### src/rtl/owr_slave_pkg.sv
// Shared FSM state type, 1-wire command codes and timing helper for the slave emulator.
package owr_slave_pkg;

    typedef enum logic [3:0] {
        StIdle,
        StRstLow,
        StPresWait,
        StPresDrive,
        StRxRom,
        StRxFunc,
        StTxRom,
        StTxData,
        StHalt
    } owr_state_e;

    localparam logic [7:0] CMD_READ_ROM     = 8'h33;
    localparam logic [7:0] CMD_SKIP_ROM     = 8'hCC;
    localparam logic [7:0] CMD_READ_SCRATCH = 8'hBE;

    function automatic int unsigned us2cyc(input int unsigned us, input int unsigned clk_per_us);
        return us * clk_per_us;
    endfunction

endpackage

### src/rtl/owr_slot_timer.sv
// Bus input conditioning for the 1-wire slave: synchronizer, edge detect,
// reset-pulse qualification and the per-slot timer.
module owr_slot_timer
    import owr_slave_pkg::*;
#(
    parameter int unsigned CLK_PER_US = 48,
    parameter int unsigned T_RST_MIN  = 400,
    parameter int unsigned T_SAMPLE   = 30,
    parameter int unsigned T_END      = 30
) (
    input  logic i_clk,
    input  logic i_rst,
    input  logic i_owr_in,
    input  logic i_drive,
    input  logic i_slot_en,
    output logic o_level,
    output logic o_fe,
    output logic o_re,
    output logic o_rst_det,
    output logic o_sample_tick,
    output logic o_slot_end
);

    localparam int unsigned SampleCyc = us2cyc(T_SAMPLE, CLK_PER_US);
    localparam int unsigned EndCyc    = us2cyc(T_END, CLK_PER_US);
    localparam int unsigned LastCyc   = (SampleCyc > EndCyc) ? SampleCyc : EndCyc;
    localparam logic [15:0] RstThr    = 16'(us2cyc(T_RST_MIN, CLK_PER_US) - 1);

    logic        r_meta;
    logic        r_sync;
    logic        r_prev;
    logic        r_fe;
    logic        r_re;
    logic [15:0] r_low;
    logic        r_rst_det;
    logic [15:0] r_slot;
    logic        r_run;

    logic w_low_cnt;
    logic w_start;
    logic w_last;

    // Our own pull-down must not count towards a reset pulse.
    assign w_low_cnt = ~r_sync & ~i_drive;
    assign w_start   = r_fe & i_slot_en & ~r_run;
    assign w_last    = r_run && (r_slot == 16'(LastCyc - 1));

    always_ff @(posedge i_clk) begin
        if (i_rst) begin
            r_meta    <= 1'b1;
            r_sync    <= 1'b1;
            r_prev    <= 1'b1;
            r_fe      <= 1'b0;
            r_re      <= 1'b0;
            r_low     <= 16'd0;
            r_rst_det <= 1'b0;
            r_slot    <= 16'd0;
            r_run     <= 1'b0;
        end else begin
            r_meta    <= i_owr_in;
            r_sync    <= r_meta;
            r_prev    <= r_sync;
            r_fe      <= r_prev & ~r_sync;
            r_re      <= ~r_prev & r_sync;
            r_rst_det <= w_low_cnt && (r_low == RstThr);

            if (r_sync) begin
                r_low <= 16'd0;
            end else if (w_low_cnt && (r_low != 16'hFFFF)) begin
                r_low <= r_low + 16'd1;
            end

            if (!i_slot_en) begin
                r_run  <= 1'b0;
                r_slot <= 16'd0;
            end else if (w_start) begin
                r_run  <= 1'b1;
                r_slot <= 16'd0;
            end else if (r_run) begin
                if (w_last) begin
                    r_run <= 1'b0;
                end
                if (r_slot != 16'hFFFF) begin
                    r_slot <= r_slot + 16'd1;
                end
            end
        end
    end

    // o_fe only reports falling edges that actually open a slot.
    assign o_level       = r_sync;
    assign o_fe          = w_start;
    assign o_re          = r_re;
    assign o_rst_det     = r_rst_det;
    assign o_sample_tick = r_run && (r_slot == 16'(SampleCyc - 1));
    assign o_slot_end    = r_run && (r_slot == 16'(EndCyc - 1));

endmodule

### src/rtl/owr_slave_emu.sv
// 1-wire slave emulating one DS18B20-style sensor: presence, READ ROM and
// SKIP ROM + READ SCRATCHPAD (2-byte temperature), standard speed.
module owr_slave_emu
    import owr_slave_pkg::*;
#(
    parameter int unsigned CLK_PER_US = 48,
    parameter logic [63:0] ROM_ID     = 64'h28_0000_0000_0001_28,
    parameter int unsigned T_RST_MIN  = 400,
    parameter int unsigned T_PDH      = 30,
    parameter int unsigned T_PDL      = 120,
    parameter int unsigned T_SAMPLE   = 30,
    parameter int unsigned T_TX0      = 30
) (
    input  logic        i_clk,
    input  logic        i_rst,
    input  logic        i_owr_in,
    output logic        o_owr_out,
    input  logic [15:0] i_temp_data,
    output logic        o_cmd_valid,
    output logic [7:0]  o_cmd_byte,
    output logic        o_presence,
    output logic        o_busy
);

    // Release is seen three cycles late through the input path; shorten the wait to match.
    localparam int unsigned SyncLat = 3;
    localparam logic [15:0] PdhLast = 16'(us2cyc(T_PDH, CLK_PER_US) - SyncLat - 1);
    localparam logic [15:0] PdlLast = 16'(us2cyc(T_PDL, CLK_PER_US) - 1);

    owr_state_e  r_state;
    logic        r_owr_out;
    logic        r_cmd_valid;
    logic [7:0]  r_cmd_byte;
    logic        r_presence;
    logic        r_busy;
    logic [15:0] r_tmr;
    logic [6:0]  r_bit_cnt;
    logic [7:0]  r_rx;
    logic [63:0] r_tx;

    logic       w_level;
    logic       w_fe;
    logic       w_re;
    logic       w_rst_det;
    logic       w_sample_tick;
    logic       w_slot_end;
    logic       w_slot_en;
    logic [7:0] w_rx_next;

    assign w_slot_en = (r_state == StRxRom) || (r_state == StRxFunc) ||
                       (r_state == StTxRom) || (r_state == StTxData);
    assign w_rx_next = {w_level, r_rx[7:1]};

    owr_slot_timer #(
        .CLK_PER_US (CLK_PER_US),
        .T_RST_MIN  (T_RST_MIN),
        .T_SAMPLE   (T_SAMPLE),
        .T_END      (T_TX0)
    ) u_slot_timer (
        .i_clk         (i_clk),
        .i_rst         (i_rst),
        .i_owr_in      (i_owr_in),
        .i_drive       (r_owr_out),
        .i_slot_en     (w_slot_en),
        .o_level       (w_level),
        .o_fe          (w_fe),
        .o_re          (w_re),
        .o_rst_det     (w_rst_det),
        .o_sample_tick (w_sample_tick),
        .o_slot_end    (w_slot_end)
    );

    always_ff @(posedge i_clk) begin
        if (i_rst) begin
            r_state     <= StIdle;
            r_owr_out   <= 1'b0;
            r_cmd_valid <= 1'b0;
            r_cmd_byte  <= 8'd0;
            r_presence  <= 1'b0;
            r_busy      <= 1'b0;
            r_tmr       <= 16'd0;
            r_bit_cnt   <= 7'd0;
            r_rx        <= 8'd0;
            r_tx        <= 64'd0;
        end else begin
            r_cmd_valid <= 1'b0;
            r_presence  <= 1'b0;
            if (w_rst_det) begin
                // Master reset overrides everything, including our own drive.
                r_state   <= StRstLow;
                r_owr_out <= 1'b0;
                r_busy    <= 1'b1;
                r_tmr     <= 16'd0;
                r_bit_cnt <= 7'd0;
                r_rx      <= 8'd0;
            end else begin
                unique case (r_state)
                    StIdle: begin
                        r_owr_out <= 1'b0;
                    end
                    StRstLow: begin
                        if (w_re) begin
                            r_state <= StPresWait;
                            r_tmr   <= 16'd0;
                        end
                    end
                    StPresWait: begin
                        if (r_tmr == PdhLast) begin
                            r_state    <= StPresDrive;
                            r_owr_out  <= 1'b1;
                            r_presence <= 1'b1;
                            r_tmr      <= 16'd0;
                        end else begin
                            r_tmr <= r_tmr + 16'd1;
                        end
                    end
                    StPresDrive: begin
                        if (r_tmr == PdlLast) begin
                            r_state   <= StRxRom;
                            r_owr_out <= 1'b0;
                            r_bit_cnt <= 7'd0;
                        end else begin
                            r_tmr <= r_tmr + 16'd1;
                        end
                    end
                    StRxRom, StRxFunc: begin
                        if (w_sample_tick) begin
                            r_rx <= w_rx_next;
                            if (r_bit_cnt == 7'd7) begin
                                r_bit_cnt   <= 7'd0;
                                r_cmd_byte  <= w_rx_next;
                                r_cmd_valid <= 1'b1;
                                if (r_state == StRxRom && w_rx_next == CMD_READ_ROM) begin
                                    r_state   <= StTxRom;
                                    r_tx      <= ROM_ID;
                                    r_bit_cnt <= 7'd64;
                                end else if (r_state == StRxRom && w_rx_next == CMD_SKIP_ROM) begin
                                    r_state <= StRxFunc;
                                end else if (r_state == StRxFunc &&
                                             w_rx_next == CMD_READ_SCRATCH) begin
                                    r_state   <= StTxData;
                                    r_tx      <= {48'd0, i_temp_data};
                                    r_bit_cnt <= 7'd16;
                                end else begin
                                    r_state <= StHalt;
                                    r_busy  <= 1'b0;
                                end
                            end else begin
                                r_bit_cnt <= r_bit_cnt + 7'd1;
                            end
                        end
                    end
                    StTxRom, StTxData: begin
                        if (w_fe && !r_tx[0]) begin
                            r_owr_out <= 1'b1;
                        end
                        if (w_slot_end) begin
                            r_owr_out <= 1'b0;
                            r_tx      <= r_tx >> 1;
                            r_bit_cnt <= r_bit_cnt - 7'd1;
                            if (r_bit_cnt == 7'd1) begin
                                r_state <= StHalt;
                                r_busy  <= 1'b0;
                            end
                        end
                    end
                    StHalt: begin
                        r_owr_out <= 1'b0;
                        r_busy    <= 1'b0;
                    end
                    default: begin
                        r_state   <= StIdle;
                        r_owr_out <= 1'b0;
                    end
                endcase
            end
        end
    end

    assign o_owr_out   = r_owr_out;
    assign o_cmd_valid = r_cmd_valid;
    assign o_cmd_byte  = r_cmd_byte;
    assign o_presence  = r_presence;
    assign o_busy      = r_busy;

endmodule

### config.mk
export PLATFORM = sky130hd
export DESIGN_NAME = owr_slave_emu
export DESIGN_NICKNAME = d
export VERILOG_FILES = /design/src/rtl/owr_slave_pkg.sv /design/src/rtl/owr_slot_timer.sv /design/src/rtl/owr_slave_emu.sv
export SDC_FILE = /design/constraint.sdc
export NUM_CORES = 1
export LEC_CHECK = 0
export CAP_MARGIN = 10
export CORE_ASPECT_RATIO = 1.1
export CORE_MARGIN = 2
export CORE_UTILIZATION = 60
export CTS_CLUSTER_SIZE = 12
export DETAILED_ROUTE_END_ITERATION = 7
export PLACE_DENSITY = 0.91
export SLEW_MARGIN = 20
export SYNTH_ARGS = -nofsm -noshare
export SYNTH_HDL_FRONTEND = slang
export SYNTH_SLANG_ARGS = --single-unit
### constraint.sdc
create_clock -name i_clk -period 2.8 [get_ports i_clk]
set_input_delay 0.42 -clock i_clk [delete_from_list [all_inputs] [get_ports i_clk]]
set_output_delay 0.42 -clock i_clk [all_outputs]
set_load 0.01 [all_outputs]
==> flow_metrics.env <==
export IMPL_synth_top_area_share_pct=45.2
export IMPL_endpoint_kind="register"
export IMPL_worstMarginPinSlew_ps=1030
export IMPL_run_status="finished clean"
export IMPL_initial_core_util_pct=62.1
export IMPL_hold_class="input pin to register"
export IMPL_grt_overflow=0
export IMPL_slew_headroom_pct=30.7
export IMPL_ys_top_cells_by_area="dfxtp_1 45%, nand2_1 6.7%, a21oi_1 6.5%"
export IMPL_async_flop_share_pct=0
export IMPL_diodes=0
export IMPL_tns_ps=0
export IMPL_p_leak_uw=0.00244
export IMPL_postCtsSetupBuffers=0
export IMPL_wl_microns=15200
export IMPL_synth_distinct_cells=69
export IMPL_rrSetupSlack_ps=240
export IMPL_rows=39
export IMPL_synth_avg_cell_area_sq_um=8.28
export IMPL_cts_htree_levels=4
export IMPL_grt_total_usage_pct=27.3
export IMPL_crit_type="register to register"
export IMPL_startpoint_type="register"
export IMPL_timing_final_hold_violations=0
export IMPL_p_per_area_mw_per_mm2=582
export IMPL_fin_crit_ps=2560
export IMPL_cts_inserted_buffers=17
export IMPL_hpwl_microns=9730
export IMPL_cts_hold_buf=0
export IMPL_grt_pass1_wl_microns=25400
export IMPL_post_cts_resized=0
export IMPL_ys_flop_type="dfxtp_1"
export IMPL_yosysTopAreaCell="dfxtp_1"
export IMPL_grt_setup_unrepaired="false"
export IMPL_die_h_microns=113
export IMPL_cts_sinks=147
export IMPL_numPortBuffers=30
export IMPL_syn_instance_count=786
export IMPL_synth_edff_count=0
export IMPL_io_pins=31
export IMPL_post_drt_via_cell_ratio=6.20
export IMPL_core_area_sq_mm=0.0105
export IMPL_clock_skew_ps=8.46
export IMPL_final_nets=831
export IMPL_clk_insertion_delay_late_ps=430
export IMPL_firstDrtPassIters=5
export IMPL_cts_root_buf="clkbuf_16"
export IMPL_placed_area_sq_mm=0.00691
export IMPL_maxCapViolCount=0
export IMPL_antenna_found_initial=0
export IMPL_first_global_vias=5531
export IMPL_syn_cell_area_sq_mm=0.00651
export IMPL_yosys_warnings=0
export IMPL_slew_viol_final=0
export IMPL_cts_tree="built"
export IMPL_dieArea_sq_mm=0.0117
export IMPL_syn_nets=812
export IMPL_stdcell_area_sq_mm=0.00749
export IMPL_setup_viol=0
export IMPL_ys_seq_area_share_pct=45.2
export IMPL_clkTransAtPathRegs_ps=60
export IMPL_drc=0
export IMPL_worstPathRequired_ps=3080
export IMPL_die_w_microns=103
export IMPL_critPathMaxFanout=42
export IMPL_drtIter0Drc=468
export IMPL_grt_max_degree=76
export IMPL_via_count=5954
export IMPL_finalCritPeriodShare_pct=91.4
export IMPL_gp_congestion=0.908
export IMPL_ant_nets=0
export IMPL_ys_ff_latch=147
export IMPL_critPathArrivalTime_ps=2840
export IMPL_fmax_mhz=391
export IMPL_area_growth_pct=15.0
export IMPL_wl_per_cell_microns=15.8
export IMPL_clockBufferDepth=2
export IMPL_drive_gt1_share_pct=8.31
export IMPL_irDropWorstVdd_mv=0.408
[placed cells by master (no fill, tap or decap), types with 17 or more instances in the layout]
cell / netlist / final
dfxtp_1: 147 / 147
clkbuf_16: 0 / 17
nand2_1: 116 / 116
nor3_1: 30 / 30
xor2_1: 25 / 25
nand3_1: 63 / 63
nand4_1: 18 / 18
nor2_1: 82 / 82
a21oi_1: 84 / 84
clkdlybuf4s50_1: 0 / 29
[cell families after synthesis]
logic type | Yosys count | share of synthesized area (%)
AOI/OAI and AO/OA | 150 | 14.4
xor gates and xnor gates | 40 | 5.38
adders and majority gates | 7 | 1.35
buffers and inverters | 62 | 4.36
DFF | 147 | 45.2
muxes | 4 | 0.615
and+or+nand+nor | 376 | 28.7
[routing by layer]
| metal | GRT usage (%) | wire length, microns | part of all wire (%) | up-vias |
|---|---|---|---|---|
| li1 | - | - | - | 2820 |
| met1 | 34.0 | 6200 | 41 | 2843 |
| met2 | 44.5 | 7600 | 50 | 250 |
| met3 | 8.09 | 1060 | 7.0 | 41 |
| met4 | 9.91 | 346 | 2.3 | 0 |
| met5 | 0 | 0 | 0 | - |
[metrics by stage]
| stage | hold slack (ps) | power [uW] | utilization (%) | setup slack (ps) | cells |
|---|---|---|---|---|---|
| 2_1_floorplan | 389 | 2170 | - | 617 | 786 |
| 3_3_place_gp | 409 | 2200 | 65.8 | 451 | 929 |
| 3_5_place_dp | 406 | 2200 | 65.8 | 335 | 929 |
| 4_1_cts | 264 | 4390 | 71.4 | 294 | 961 |
| 5_1_grt | 277 | 4480 | 71.4 | 108 | 961 |
| 6_report | 284 | 4360 | 71.4 | 240 | 961 |
[cells in the mapped netlist (all sizes together) (3+ instances only)]
master   instances
clkbuf          33
nor3            31
dfxtp          147
xor2            25
nand3           63
inv             15
nand4bb          4
mux2i            4
a21oi           84
o21ai           14
nor4b            5
or4b             3
nand2          116
xnor2           15
o32ai            3
a221oi          13
ha               7
a211oi           3
buf             14
nor4             5
o211ai           5
nand4           18
or2              4
nand2b           3
a31oi            3
nor2            83
and4             4
or3              9
o221ai           3
and3            12
a22oi            4
[worst paths after layout]
path                            depth (start not counted)                            start                               to
worst max-delay path                                    6  u_slot_timer.o_level$_SDFF_PP1_             r_tx[6]$_SDFFE_PP0P_
worst max register to register                          6  u_slot_timer.o_level$_SDFF_PP1_             r_tx[6]$_SDFFE_PP0P_
worst min-delay path                                    2                            i_rst     u_slot_timer.o_re$_SDFF_PP0_
worst min register to register                          1   u_slot_timer.r_meta$_SDFF_PP1_  u_slot_timer.o_level$_SDFF_PP1_
[where the power goes]
group          internal [uW]  switching (uW)
clock network           1280             912
registers               2090            1.73
logic                   28.8            35.9
[registers in the layout (all words and copies together), names as in the netlist, 4 cells and up]
name and flops:
r_tx 62, r_tmr 16, u_slot_timer.r_low 16, u_slot_timer.r_slot 16, o_cmd_byte 8, r_bit_cnt 7, r_rx 7, r_state 4
[final cells by class]
class                   count  area, sq um
clock buffers              20          457
clock inverters            12          123
fillers                   714         3000
inverters                  15         56.3
multi-input cells         577         3290
flip-flops and latches    147         2940
well taps                 143          179
repair buffers             47          435
[worst max-delay path, cell delays in order, from the launching register on]
cell,delay (ps)
dfxtp_1,350
or4b_4,570
o2bb2ai_1,260
nor4b_4,320
o211ai_4,390
a221oi_1,440
nor3_1,80
No activity file was read; power rests on OpenSTA's default activity.
